**config.mk**
```make
export PLATFORM = sky130hd
export DESIGN_NAME = fetch_stage
export DESIGN_NICKNAME = d
export VERILOG_FILES = /design/src/rtl/fetch_pkg.sv /design/src/rtl/fetch_fifo.sv /design/src/rtl/fetch_stage.sv
export SDC_FILE = /design/constraint.sdc
export NUM_CORES = 1
export LEC_CHECK = 0
export ABC_AREA = 0
export BUFFER_PORTS_ARGS = -buffer_cell sky130_fd_sc_hd__buf_2
export CAP_MARGIN = 10
export CORE_MARGIN = 8
export CORE_UTILIZATION = 50
export CTS_BUF_LIST = sky130_fd_sc_hd__clkbuf_4 sky130_fd_sc_hd__clkbuf_8
export DETAILED_ROUTE_END_ITERATION = 7
export HOLD_SLACK_MARGIN = 0.08
export PLACE_DENSITY = 0.71
export SLEW_MARGIN = 10
export SYNTH_ARGS = -nofsm -noshare
export SYNTH_HDL_FRONTEND = slang
export SYNTH_SLANG_ARGS = --single-unit
```
**constraint.sdc**
```tcl
create_clock -name clk -period 23 [get_ports clk]
set_input_delay 1.15 -clock clk [delete_from_list [all_inputs] [get_ports clk]]
set_output_delay 1.15 -clock clk [all_outputs]
set_load 0.01 [all_outputs]
```
**src/rtl/fetch_pkg.sv**
```systemverilog
// fetch_pkg: shared types and constants for the instruction-fetch stage.
// Optional feature macro used by fetch_stage: FETCH_PERF_EN.
package fetch_pkg;

   localparam int INSTR_W = 32;
   localparam int ADDR_W  = 64;

   localparam logic [ADDR_W-1:0] PC_STEP = ADDR_W'(4);

   typedef struct packed {
      logic [ADDR_W-1:0]  pc;
      logic [INSTR_W-1:0] instr;
   } fetch_entry_t;

   function automatic logic [ADDR_W-1:0] word_align(
      input logic [ADDR_W-1:0] a
   );
      return a & ~ADDR_W'(3);
   endfunction

endpackage

```
**src/rtl/fetch_fifo.sv**
```systemverilog
// fetch_fifo: circular instruction buffer with clear, no bypass.
// Depth must be a power of two so the pointers wrap naturally.
module fetch_fifo
   import fetch_pkg::*;
#(
   parameter int  DEPTH   = 2,
   parameter type entry_t = fetch_entry_t,
   localparam int PTR_W   = $clog2(DEPTH),
   localparam int CNT_W   = $clog2(DEPTH + 1)
) (
   input  logic             clk,
   input  logic             reset,
   input  logic             push,
   input  logic             pop,
   input  logic             clear,
   input  entry_t           din,
   output logic             full,
   output logic             empty,
   output logic [CNT_W-1:0] count,
   output entry_t           head
);

   entry_t           mem [DEPTH];
   logic [PTR_W-1:0] rd_ptr;
   logic [PTR_W-1:0] wr_ptr;
   logic             do_push;
   logic             do_pop;

   assign full    = (count == CNT_W'(DEPTH));
   assign empty   = (count == '0);
   assign do_push = push && !full;
   assign do_pop  = pop && !empty;
   assign head    = mem[rd_ptr];

   // pointer and occupancy update; clear overrides push and pop
   always_ff @(posedge clk or posedge reset) begin
      if (reset) begin
         rd_ptr <= '0;
         wr_ptr <= '0;
         count  <= '0;
      end else if (clear) begin
         rd_ptr <= '0;
         wr_ptr <= '0;
         count  <= '0;
      end else begin
         if (do_push) wr_ptr <= wr_ptr + PTR_W'(1);
         if (do_pop)  rd_ptr <= rd_ptr + PTR_W'(1);
         unique case ({do_push, do_pop})
            2'b10:   count <= count + CNT_W'(1);
            2'b01:   count <= count - CNT_W'(1);
            default: count <= count;
         endcase
      end
   end

   // entry storage, written only on an accepted push
   always_ff @(posedge clk) begin
      if (do_push && !clear) mem[wr_ptr] <= din;
   end

endmodule

```
**src/rtl/fetch_stage.sv**
```systemverilog
// fetch_stage: PC owner, credit-limited imem requests, instruction buffer.
// Define FETCH_PERF_EN to add the stall_cycles counter port.
module fetch_stage
   import fetch_pkg::*;
#(
   parameter logic [ADDR_W-1:0] PC_RESET   = '0,
   parameter int                FIFO_DEPTH = 2
) (
   input  logic               clk,
   input  logic               reset,
   output logic               imem_req_valid,
   input  logic               imem_req_ready,
   output logic [ADDR_W-1:0]  imem_req_addr,
   input  logic               imem_rsp_valid,
   input  logic [INSTR_W-1:0] imem_rsp_data,
   input  logic               redirect_valid,
   input  logic [ADDR_W-1:0]  redirect_pc,
   input  logic               stall_id,
   output logic               instr_valid,
   output logic [INSTR_W-1:0] instr,
   output logic [ADDR_W-1:0]  pc_if
`ifdef FETCH_PERF_EN
   ,
   output logic [31:0]        stall_cycles
`endif
);

   localparam int CNT_W = $clog2(FIFO_DEPTH + 1);

   logic [ADDR_W-1:0] pc_q;
   logic [ADDR_W-1:0] resp_pc;
   logic [CNT_W-1:0]  outstanding;
   logic [CNT_W-1:0]  drop_cnt;
   logic [CNT_W-1:0]  fifo_count;
   logic [CNT_W:0]    inflight;
   logic              fifo_full;
   logic              fifo_empty;
   fetch_entry_t      fifo_head;
   fetch_entry_t      fifo_din;
   logic              credit;
   logic              req_fire;
   logic              rsp_drop;
   logic              push;
   logic              pop;

   assign inflight = {1'b0, outstanding} + {1'b0, fifo_count};
   assign credit   = inflight < (CNT_W + 1)'(FIFO_DEPTH);

   assign imem_req_valid = credit && !redirect_valid && !reset;
   assign imem_req_addr  = pc_q;
   assign req_fire       = imem_req_valid && imem_req_ready;

   assign rsp_drop = imem_rsp_valid && (drop_cnt != '0);
   assign push     = imem_rsp_valid && (drop_cnt == '0)
                     && !redirect_valid && !fifo_full;

   assign instr_valid = !fifo_empty;
   assign pop         = instr_valid && !stall_id;
   assign instr       = fifo_empty ? '0 : fifo_head.instr;
   assign pc_if       = fifo_empty ? '0 : fifo_head.pc;

   assign fifo_din = '{pc: resp_pc, instr: imem_rsp_data};

   fetch_fifo #(
      .DEPTH   (FIFO_DEPTH),
      .entry_t (fetch_entry_t)
   ) u_fifo (
      .clk   (clk),
      .reset (reset),
      .push  (push),
      .pop   (pop),
      .clear (redirect_valid),
      .din   (fifo_din),
      .full  (fifo_full),
      .empty (fifo_empty),
      .count (fifo_count),
      .head  (fifo_head)
   );

   // fetch PC: redirect wins, otherwise advance on each accepted request
   always_ff @(posedge clk or posedge reset) begin
      if (reset) begin
         pc_q <= PC_RESET;
      end else if (redirect_valid) begin
         pc_q <= word_align(redirect_pc);
      end else if (req_fire) begin
         pc_q <= pc_q + PC_STEP;
      end
   end

   // PC tag for the next kept response; dropped responses never advance it
   always_ff @(posedge clk or posedge reset) begin
      if (reset) begin
         resp_pc <= PC_RESET;
      end else if (redirect_valid) begin
         resp_pc <= word_align(redirect_pc);
      end else if (push) begin
         resp_pc <= resp_pc + PC_STEP;
      end
   end

   // requests accepted by memory and not yet answered
   always_ff @(posedge clk or posedge reset) begin
      if (reset) begin
         outstanding <= '0;
      end else begin
         unique case ({req_fire, imem_rsp_valid})
            2'b10:   outstanding <= outstanding + CNT_W'(1);
            2'b01:   outstanding <= outstanding - CNT_W'(1);
            default: outstanding <= outstanding;
         endcase
      end
   end

   // responses still owed to squashed requests; redirect reloads the count
   always_ff @(posedge clk or posedge reset) begin
      if (reset) begin
         drop_cnt <= '0;
      end else if (redirect_valid) begin
         drop_cnt <= outstanding - CNT_W'(imem_rsp_valid);
      end else if (rsp_drop) begin
         drop_cnt <= drop_cnt - CNT_W'(1);
      end
   end

`ifdef FETCH_PERF_EN
   // saturating count of cycles a valid instruction waited on decode
   always_ff @(posedge clk or posedge reset) begin
      if (reset) begin
         stall_cycles <= '0;
      end else if (instr_valid && stall_id && (stall_cycles != '1)) begin
         stall_cycles <= stall_cycles + 32'd1;
      end
   end
`endif

endmodule

```
==> results.txt <==
The run finished with clean final reports. For this block, the routed nets add up to 41.1 mm of wire. Number of global-route vias before repair: 11,300.

Counting flops and latches in the post-synthesis netlist gives 320. The logs give 5 for the number of detailed-route iterations in the first pass and 3 for the largest buffer count on any clock path. Worst-margin pin slew: 1.10 ns. Entering global routing, the biggest net connects 98 pins. The launch point of the critical path was u_fifo.count[0].

After layout, the minimum clock period comes to 4.29 ns. After the last flow step, the layout net total stands at 1,692. The initial antenna violation count is 0. The tools report the utilization of the core after routing as 59.9%.

Traced cell by cell, the critical path runs through and2_1 -> fa_1 -> or4b_1 -> or4_4 -> or4_1 -> or4_1 -> a31oi_1. The most common cell type on the critical path was sky130_fd_sc_hd__or4_1. Setup violations remaining at the end of the flow were counted as 0.

Routed length per placed instance: 20.4 um. From synthesis to final layout, the design area changed by 17.6%. The number of I/O pins was 264. The number of port buffers came out at 257. The half-perimeter wire length after detailed placement is 28.4 mm.

The worst setup path is launched from a register. For the worst setup path, the data required time is 23.50 ns. The cell area after synthesis is 15,100 sq um.

The logs give 0 for the yosys synthesis warning count and 29,700 sq um for the core outline area. Leftover overflow at the end of global routing: 0. The die outline width is 190 um, and the final clock period utilization by the worst path is 18.6%. The worst-skew pair later-pin latency is 0.58 ns, and the share of async-settable or async-resettable flops after synthesis is 41.3%. The number of gates resized after CTS was 0. The total count of max-transition violations in the final report was 0.

The global-route wire length before repair is 63.4 mm, and the delay of the slowest cell on the worst path is 0.88 ns. The destination of the worst register-to-register timing path is imem_req_addr[35]. The synthesized design contains 188 enable-type register cells. IR analysis of the VDD net gives a maximum drop of 0.0489 mV. For the number of instances in the synthesized netlist, the log shows 1,331. In this run the worst path has a maximum fanout of 15.

The cell count of the worst reg-to-reg path was 7. Max-cap violations in this run came to 0. The worst hold-check slack is 0.511 ns, and the total of fill cells in the finished design is 2,510. Clock-pin slew was measured on the worst setup and hold paths at 0.06 ns.

For the overall routing resource usage, the log shows 22.0%. The post-placement setup slack was 18.73 ns. The largest individual stage delay along the critical path comes from the cell sky130_fd_sc_hd__or4b_1. After the first detailed-routing iteration, the DRC count stood at 974.

The biggest area contributor in the post-synthesis netlist is sky130_fd_sc_hd__edfxtp_1. After synthesis, the cell types taking the most area are sky130_fd_sc_hd__edfxtp_1 (37%), sky130_fd_sc_hd__dfrtp_1 (22%), sky130_fd_sc_hd__mux2i_1 (6.3%). The number of vias per cell after detailed routing is 5.88.

In this run the static leakage power is 6.67 nW. Sequential elements use 59.1% of the synthesized area. The floorplan has 63 rows. In this run, distinct cell masters in the synthesized netlist total 55. From bottom edge to top edge, the die measures 190 um. The die covers 36,100 sq um.

Static timing analysis puts the maximum clock frequency at 233 MHz. The run gives 18.71 ns as the worst setup margin. TritonCTS built the clock tree. The end of the critical path was imem_req_addr[35].

For the headroom to the max-slew limit, the log shows 26.0%. Flip-flop cell with the highest count after synthesis: sky130_fd_sc_hd__edfxtp_1. The number of setup buffers added after CTS is 0.

The startpoint identified for the worst register-to-register timing path is u_fifo.count[0]. The count of nets left with antenna violations once routing finished came out at 0. The root buffer selected by CTS is sky130_fd_sc_hd__clkbuf_8. The run gives 0 as the number of hold violations in the final report. The mean cell area of the mapped netlist was 11.4 sq um. The CTS buffer count was 51; the power per unit of standard cell area was 80.2 nW/um^2.

For this configuration, the core starts out at a cell density of 51.0%. STA puts the critical path data arrival time at 4.79 ns. The clock drives 320 sinks. The run gives 0 as the number of remaining DRC errors.

For the total number of vias, the log shows 11,900. Routability-driven placement finished with a final weighted congestion of 0.894. The H-tree generated during clock tree synthesis spans 2 levels. Hold repair after CTS inserted 0 buffers.

The class of the most critical hold timing path is register to register. In the final layout, the share of cells above drive strength 1 is 24.7%. The fraction of synthesized cell area taken by the top area cell type was 37.3%; the number of cells on the worst hold path was 0. The clock arrives with 0.0266 ns of skew.

Setup repair after global routing left no endpoint under its margin. The final antenna diode count is 0. The final setup TNS came out at 0 ns. The tools report the endpoint kind of the worst setup timing path as a register.

The worst register-to-register path has a setup slack of 18.71 ns. The critical path in this run is classified as register to register.
## power breakdown
part           leakage [nW]  switching, mW  total [mW]  internal, mW
sequential             3.23         0.0548       0.719         0.664
clock                 0.557          0.221       0.485         0.264
combinational          2.88          0.135       0.225        0.0901
total                  6.67          0.411        1.43          1.02
## logic make-up (layout without fill, tap and decap cells)
logic type                 count (synthesis)  count (layout)  share of synthesized area, %
AOI/OAI and AO/OA                        164             164                          7.42
DFF                                      320             320                          59.1
xor gates and xnor gates                  53              53                          3.06
adders and majority gates                  6               6                         0.545
other                                      1               4                        0.0248
muxes                                    120             120                          8.13
buffers and inverters                     98             389                          2.59
and+or+nand+nor                          569             569                          19.2
## cell usage after synthesis, types with 15 or more instances
library cell	instances
sky130_fd_sc_hd__edfxtp_1	188
sky130_fd_sc_hd__nor2_1	172
sky130_fd_sc_hd__dfrtp_1	132
sky130_fd_sc_hd__mux2i_1	96
sky130_fd_sc_hd__nand2_1	80
sky130_fd_sc_hd__nand3_1	63
sky130_fd_sc_hd__nand4_1	60
sky130_fd_sc_hd__clkbuf_1	53
sky130_fd_sc_hd__nor3_1	36
sky130_fd_sc_hd__nor4_1	35
sky130_fd_sc_hd__a31oi_1	29
sky130_fd_sc_hd__or3_1	29
sky130_fd_sc_hd__o21ai_0	28
sky130_fd_sc_hd__xor2_1	28
sky130_fd_sc_hd__xnor2_1	25
sky130_fd_sc_hd__a21oi_1	24
sky130_fd_sc_hd__mux2_2	24
sky130_fd_sc_hd__inv_1	23
sky130_fd_sc_hd__and3_1	19
sky130_fd_sc_hd__or4_1	19
sky130_fd_sc_hd__o31ai_1	18
sky130_fd_sc_hd__and4_1	15
sky130_fd_sc_hd__buf_1	15
## state kept, by name (all words and copies together), names as in the netlist
name           flops
u_fifo.count       2
outstanding        2
imem_req_addr     62
resp_pc           62
u_fifo.mem       188
drop_cnt           2
u_fifo.rd_ptr      1
u_fifo.wr_ptr      1
## cell usage in the layout (no fill, tap or decap), types with 9 or more instances in the layout
cell	instances
sky130_fd_sc_hd__nor4_1	34
sky130_fd_sc_hd__clkinv_2	9
sky130_fd_sc_hd__mux2_2	24
sky130_fd_sc_hd__buf_2	257
sky130_fd_sc_hd__nand2b_1	9
sky130_fd_sc_hd__nor2_1	171
sky130_fd_sc_hd__inv_1	21
sky130_fd_sc_hd__nand4_1	60
sky130_fd_sc_hd__and4_1	15
sky130_fd_sc_hd__o31a_1	14
sky130_fd_sc_hd__xor2_1	28
sky130_fd_sc_hd__clkbuf_4	16
sky130_fd_sc_hd__xnor2_1	25
sky130_fd_sc_hd__or3_1	29
sky130_fd_sc_hd__nand2_1	80
sky130_fd_sc_hd__o31ai_1	18
sky130_fd_sc_hd__dfrtp_1	131
sky130_fd_sc_hd__nand3_1	63
sky130_fd_sc_hd__clkbuf_8	60
sky130_fd_sc_hd__edfxtp_1	188
sky130_fd_sc_hd__mux2i_1	96
sky130_fd_sc_hd__o21ai_0	28
sky130_fd_sc_hd__and3_1	18
sky130_fd_sc_hd__a31oi_1	29
sky130_fd_sc_hd__or4_1	19
sky130_fd_sc_hd__a21oi_1	24
sky130_fd_sc_hd__buf_4	15
sky130_fd_sc_hd__nor3_1	36
sky130_fd_sc_hd__o311ai_0	14
## metrics by stage
stage	instance area [sq um]	total power [mW]	std cells
5_1_grt	17800	1.50	2015
3_3_place_gp	16800	0.947	1921
3_5_place_dp	16800	0.955	1921
2_1_floorplan	15200	0.863	1334
6_report	17800	1.43	2015
4_1_cts	17800	1.44	2015
## area by class of cell
cell class                 count  area, sq um  share of cell area, %
inverter                      23         91.3                  0.513
clock buffer                  76          946                   5.31
multi-input combinational    916         5840                   32.8
sequential                   320         8950                   50.3
tap                          390          488                   2.74
clock inverter                18         90.1                  0.506
timing repair buffer         272         1400                   7.85
## critical path: cells and delay by family (launching register included)
kind | cells | cell delay, ns
adders and majority gates | 1 | 0.52
DFF | 1 | 0.47
and+or+nand+nor | 5 | 3.04
AOI/OAI and AO/OA | 1 | 0.17
## layer usage
layer	GRT usage, %	wire length [um]	vias to the layer above
met5	0	0	-
met1	32.6	18900	5734
met3	4.38	3570	58
li1	-	-	5525
met2	32.3	17800	541
met4	6.04	816	0
## worst min-delay path by stage
| stage | slack (ns) | endpoint | start |
|---|---|---|---|
| CTS | 0.52 | u_fifo.mem[0][55] | resp_pc[23] |
| global route | 0.52 | u_fifo.mem[0][55] | resp_pc[23] |
| global placement | 0.50 | u_fifo.mem[0][55] | resp_pc[23] |
| finish | 0.51 | u_fifo.mem[0][55] | resp_pc[23] |
| floorplan | 0.44 | u_fifo.mem[0][45] | resp_pc[13] |
| detailed placement | 0.51 | u_fifo.mem[1][55] | resp_pc[23] |
Power figures use the tool's default switching activity.
